**config.mk**
```make
export PLATFORM = sky130hd
export DESIGN_NAME = square_i2s
export DESIGN_NICKNAME = d
export VERILOG_FILES = /design/src/rtl/square_i2s.sv
export SDC_FILE = /design/constraint.sdc
export NUM_CORES = 1
export LEC_CHECK = 0
export CORE_MARGIN = 5
export CORE_UTILIZATION = 40
export DETAILED_ROUTE_END_ITERATION = 8
export GPL_TIMING_DRIVEN = 1
export SYNTH_ARGS = -nofsm -noshare
export SYNTH_HDL_FRONTEND = slang
export SYNTH_SLANG_ARGS = --single-unit
```
**constraint.sdc**
```tcl
create_clock -name clk -period 6.65 [get_ports clk]
set_clock_uncertainty 0.2 [all_clocks]
set_input_delay 1.33 -clock clk [delete_from_list [all_inputs] [get_ports clk]]
set_output_delay 1.33 -clock clk [all_outputs]
set_load 0.02 [all_outputs]
```
**src/rtl/square_i2s.sv**
```systemverilog
// square_i2s: square-wave test-tone generator streaming 16-bit stereo I2S.
// A free-running 9-bit divider supplies MCLK/SCLK/LRCLK; once per frame the
// tone phase is advanced and the next sample is latched. The same sample
// is sent on both channels, MSB first, one bit clock after each word-select edge.
module square_i2s #(
  parameter logic signed [15:0] AMPLITUDE = 16'sh2000
) (
  input  logic        clk,
  input  logic        reset,
  input  logic [15:0] period,
  output logic        mclk,
  output logic        lrclk,
  output logic        sdin,
  output logic        sclk
);

  logic [8:0]  div;
  logic [15:0] hp;
  logic        phase;
  logic [15:0] sample;
  logic [31:0] word;
  logic        frame_start;
  logic        sclk_fall;
  logic [4:0]  bit_idx;
  logic        next_phase;
  logic [15:0] next_hp;

  // The divider is 511 on the last clk of a frame, so that edge starts the next frame.
  assign frame_start = (div == 9'd511);
  // Bit-clock low phase begins when the low nibble wraps 15 -> 0.
  assign sclk_fall   = (div[3:0] == 4'hF);

  // Both channels carry the same sample.
  assign word = {sample, sample};

  // The slot about to start is div[8:4]+1 and carries word bit (32 - slot) mod 32,
  // which reduces to the bitwise inverse of the current slot number. When the next
  // slot is 0 this selects bit 0 of the word still held, i.e. the previous frame's
  // right-channel LSB.
  assign bit_idx = ~div[8:4];

  // Clocks are plain divider bits, so they are glitch-free register outputs.
  assign mclk  = div[1];
  assign sclk  = div[3];
  assign lrclk = div[8];

  // Free-running frame divider.
  always_ff @(posedge clk or negedge reset) begin
    if (!reset) begin
      div <= 9'd0;
    end else begin
      div <= div + 9'd1;
    end
  end

  // Next half-period count and phase; a zero period freezes the tone.
  always_comb begin
    next_phase = phase;
    next_hp    = hp;
    if (period != 16'd0) begin
      if (hp >= period - 16'd1) begin
        next_hp    = 16'd0;
        next_phase = ~phase;
      end else begin
        next_hp = hp + 16'd1;
      end
    end
  end

  // Advance the tone and latch this frame's sample only at frame start.
  always_ff @(posedge clk or negedge reset) begin
    if (!reset) begin
      hp     <= 16'd0;
      phase  <= 1'b1;
      sample <= 16'd0;
    end else if (frame_start) begin
      hp     <= next_hp;
      phase  <= next_phase;
      sample <= next_phase ? AMPLITUDE : -AMPLITUDE;
    end
  end

  // Serial data changes only as the bit clock falls, keeping it stable across rising edges.
  always_ff @(posedge clk or negedge reset) begin
    if (!reset) begin
      sdin <= 1'b0;
    end else if (sclk_fall) begin
      sdin <= word[bit_idx];
    end
  end

endmodule

```
== Word-level counts from Yosys, hierarchy flattened ==
Cells that the tools add are included.
Operators by class
  add/subtract/negate cells: 3
  $mul: 0
  div/mod/pow operators: 0
  order comparisons: 2
  equal/unequal tests: 2
  shift-type cells: 0
  mux-type cells: 6
  bitwise gates (word level): 2
  reductions and logical operators: 2
Operator list (number)
  two-way mux 16 bit: 2
  adder 16 x 1 -> 16 bit (second input constant): 1
  greater-or-equal comparator 16 bit: 1
  nonzero test 16 bit: 1
  subtractor 16 x 1 -> 16 bit (second input constant): 1
  adder 9 x 1 -> 9 bit (second input constant): 1
  equality test 9 bit (second input constant): 1
  < comparator 5 x 6 -> 1 bit (second input constant): 1
  binary-select mux 1 bit (select 5 bit): 1
  NOT 5 bit: 1
  equality test 4 bit (second input constant): 1
  two-way mux 1 bit: 3
  AND reduction 2 bit: 1
  NOT 1 bit: 1
Storage, ports and cells
  register bits after elaboration: 43
  latch bits: 0
  bits in writable memories: 0
  bits in read-only memories: 0
  input port bits: 18
  output and inout port bits: 4
  logic and storage cells: 22
  memories kept: 0

== Longest topological paths before layout ==
  word-level depth: 5
  depth in mapped cells: 14
  depth with buffers taken out: 12

== Least setup slack after synthesis ==
OpenSTA, ideal clock, no wires.
  path kind: input port to flip-flop
  start: input port period[5]
  end: register hp[14]
  setup time: 0.073 ns
  arrival time: 4.372 ns
  data required time: 6.377 ns
  slack: 2.005 ns
  stages on the path: 12
  buffers on the path: 2
  cells stage by stage: or4_4 > or4_4 > buf_6 > nor3_1 > xnor2_1 > ha_1 > o21ai_0 > nor2_1 > a211oi_1 > a31oi_4 > buf_6 > a21oi_2
Between the ends
  longest elaborated chain between the ends: 3
  elaborated cells between the ends (all ways): 5
  those cells by class: add/sub (1); order compare (1); mux (1); reduce/logical (2)
RTL lines
  from (decl): RTL line 10  | input logic [15:0] period,
  subtractor 16 x 1 -> 16 bit: RTL line 61  | if (hp >= period - 16'd1) begin
  greater-or-equal comparator 16 bit: RTL line 61
  two-way mux 16 bit: RTL line 61
  to (signal assigned): RTL line 77  | hp <= next_hp;
  to (decl): RTL line 18  | logic [15:0] hp;
Parallel ways exist; a longest one is shown, timed or not.
A chain may end at the register's enable or synchronous reset.

== Worst setup path after layout ==
  start: input port period[3]
  end: register hp[6]
The elaborated chain is that of the path after synthesis.

==> results.rst <==
.. list-table::
   :header-rows: 1

   * - Metric
     - Value
   * - Required time of the worst setup path
     - 6610 ps
   * - Number of storage elements in the synthesis netlist
     - 29
   * - Final wirelength
     - between 4000 and 5000 um
   * - Initial antenna violation count
     - 0
   * - Final Slew Violations
     - 0
   * - Critical path arrival
     - 5200 ps
   * - Share of the synthesized area in the top cell type
     - 0.3349
   * - Count of buffers from port buffering
     - 21
   * - Mean number of vias per cell
     - about 5.3
   * - Clk root buf
     - clkbuf_8
   * - Diode insertion count for antenna repair
     - 0
   * - Placeable core region
     - 5107 um^2
   * - Vias in the first global route
     - about 1600
   * - Total clock buffers created by CTS
     - 5
   * - Pin count of the biggest net entering global routing
     - 30
   * - Proportion of synthesized area in mux cells
     - 0.004785
   * - Total count of hold-check failures in the final report
     - 0
   * - Fill cell total of the finished layout
     - 512
   * - Antenna Nets Post-Route
     - 0
   * - Row count
     - 26
   * - Effective utilization at floorplan
     - 0.4096
   * - Library cells used by synthesis
     - 47
   * - Setup crit start kind
     - primary input
   * - Post-route DRC violation count
     - 0
   * - Portion of the clock cycle consumed by the worst path in the final layout
     - 0.7874
   * - Most common cell after layout, fill and taps aside
     - dfrtp_1
   * - Area enclosed by the die boundary
     - between 6000 and 7000 um^2
   * - Buffer depth of the longest clock path
     - 2
   * - Post-synthesis cell count
     - 216
   * - Mean cell area of the mapped netlist
     - 9.685 um^2
   * - Overflow left after global routing
     - 0
   * - Area share of xor/xnor cells in the synthesized design
     - 0.1089
   * - Clock transition at the register clock pins on the worst setup and hold paths after CTS
     - 60 ps
   * - Seq. cell area
     - 726.9 um^2
   * - Total track usage
     - 0.1346
   * - Asr flop ratio synth
     - 1.000
   * - Cts-stage hold buffer count
     - 0
   * - Routability Congestion
     - 0.7076
   * - CTS sink cnt
     - 29
   * - Synthesized-area fraction occupied by and/or/nand/nor cells
     - 0.2189
   * - Startpoint of the most critical register-to-register path
     - div[1]
   * - Wire length of the first global-routing pass
     - 7086 um
   * - CTS resizes
     - 0
   * - Synth area leaders
     - dfrtp_1 (33%), ha_1 (12%), xnor2_1 (6.3%)
   * - Dpl hpwl
     - roughly 3200 um
   * - Post-CTS repair timing setup buffer count
     - 0
   * - Total vias in the final route
     - 1651
   * - Post-synthesis cell area
     - 2092 um^2
   * - Clock latency at the later pin of the worst-skew pair
     - 270 ps
   * - Worst min-delay path startpoint
     - div[0]
   * - Max Cap Violations
     - 0
   * - Deepest level of the CTS H-tree
     - 2
   * - Ratio of total power to cell area
     - 142.3 nW/um^2
   * - Syn_nets
     - 254
   * - Average wire length per cell after detail routing
     - 13.30 um
   * - Worst slew margin relative to its limit
     - 0.5516
   * - Worst setup EP type
     - register
   * - Drt pass-1 iters
     - 4
   * - Starting DRT DRC Count
     - 54
   * - Classification of the worst setup path
     - primary input to register
   * - Most frequent cells in the layout
     - dfrtp_1 (28), clkdlybuf4s50_1 (21), ha_1 (20), nor2_1 (17), xnor2_1 (15)
   * - Crit. Startpoint
     - period[3]
   * - Number of flops mapped to enable cells by yosys
     - 0
   * - Number of setup violations in the final report
     - 0
   * - Dominant combinational cell family by area after synthesis
     - simple AND/OR/NAND/NOR gates
   * - Worst Hold Class
     - register to register
   * - Compound-gate portion of the synthesized area
     - 0.1639
   * - Highest clock rate
     - approximately 190 MHz
   * - Final net count
     - 279
   * - Unrepaired setup endpoints after global routing
     - no
   * - Area share of fa/ha/maj cells after synthesis
     - 0.1196
   * - Layout cell share with drive strength beyond 1
     - 0.09504
   * - Signed area change from the synthesized netlist to the final layout
     - 16.75%
   * - Most instantiated flip-flop cell in the synthesis netlist
     - dfrtp_1
   * - Floorplan die width
     - between 80 and 90 um
   * - Leakage power summed over all cells
     - slightly above 1 nW
   * - Vert. Die Dim
     - 82.32 um
   * - Final period demand of the worst path
     - 5236 ps
   * - CP Max Fanout
     - 13
   * - Run status
     - completed
   * - Post-synthesis sequential area ratio
     - 0.3475
   * - CTS tree
     - done
   * - Number of ports placed on the die boundary
     - 22
   * - Multi-input gate area in the final layout
     - roughly 1300 um^2
   * - Syn. warnings
     - 0
   * - Worst vdd rail ir drop
     - 0.1031 mV
   * - Largest area contributor in the synthesized netlist
     - dfrtp_1
   * - Worst-Margin Slew
     - 666.4 ps
   * - Sum of negative setup slack
     - 0 ps
   * - Power, Total
     - 0.3476 mW
## worst max-delay path, cell delays in order
cell and delay, ps:
clkdlybuf4s50_1 460, or4_4 580, nor4_1 530, nand2_1 150
nor4_1 270, xnor2_1 110, ha_1 300, nand4_1 130
nor2_1 200, o2111ai_1 360, a31oi_4 560, o21ba_2 230
## layout make-up
cell class / instances / share of cell area
inverters: 9 / 0.01383
flip-flops and latches: 29 / 0.2976
repair buffers: 23 / 0.09221
well taps: 70 / 0.03586
clock buffers: 8 / 0.03279
multi-input cells: 173 / 0.5277
## report_power, final
group	switching (mW)	internal, mW	total (mW)
Clock	0.0612	0.0742	0.135
Combinational	0.0173	0.0184	0.0357
Sequential	0	0.177	0.177
Total	0.0785	0.269	0.348
## cells in the mapped netlist (2+ instances only)
master	number
buf_6	3
nand2b_1	3
a211oi_1	2
xnor2_1	15
o2111ai_1	3
o22ai_1	2
nor3_1	4
dfrtp_1	28
a21oi_1	7
ha_1	20
a21oi_2	5
or4_1	3
nand4_1	7
nor4_1	2
or2_2	2
a41oi_1	2
and3_1	5
or3_1	5
or4_4	2
o211ai_1	2
nor2_1	17
nand2_1	12
a31oi_1	2
o21ai_0	9
nor2b_1	5
inv_1	9
nand3_1	9
and4_1	2
xor2_1	11
## routing by layer
metal  global-route usage  vias to the layer above  routed length, um
met3              0.03254                        4                 84
met2               0.2147                        9               1952
li1                     -                      847                  -
met5                    0                        -                  0
met1               0.1797                      791               2080
met4              0.03987                        0                 33
## sequential cells by signal, summed over array words and instances, names as in the netlist, named ones only
signal  count
hp         16
div         9
sample      2
sdin        1
## stage by stage
stage	worst slack, ps	area, um^2	instances	util	hold WS (ps)
3_5_place_dp	1154	2362	304	0.4625	236.8
3_3_place_gp	1286	2362	304	0.4625	240.2
6_report	1414	2442	312	0.4782	241.5
4_1_cts	1429	2442	312	0.4782	245.1
2_1_floorplan	2005	2092	216	-	220.0
5_1_grt	1121	2442	312	0.4782	282.6
## cell families (layout without fill, tap and decap cells)
| kind of cell | after synthesis | in the layout |
|---|---|---|
| adder cells (fa/ha/maj) | 20 | 20 |
| AO/OA/AOI/OAI | 43 | 43 |
| XOR/XNOR | 26 | 26 |
| flip-flops | 29 | 29 |
| AND/OR/NAND/NOR | 83 | 83 |
| buffers and inverters | 14 | 40 |
| multiplexers | 1 | 1 |
## path summary, 6_finish.rpt
check / endpoint / slack [ps] / cells after the start
setup / recovery: hp[6] / 1410 / 12
hold reg to reg: div[0] / 240 / 1
setup reg to reg: hp[14] / 3870 / 8
hold / removal: div[0] / 240 / 1
max in group asynchronous: async pin / 4700 / 2
min in group asynchronous: hp[13] / 1240 / 2
Power figures use the tool's default switching activity.
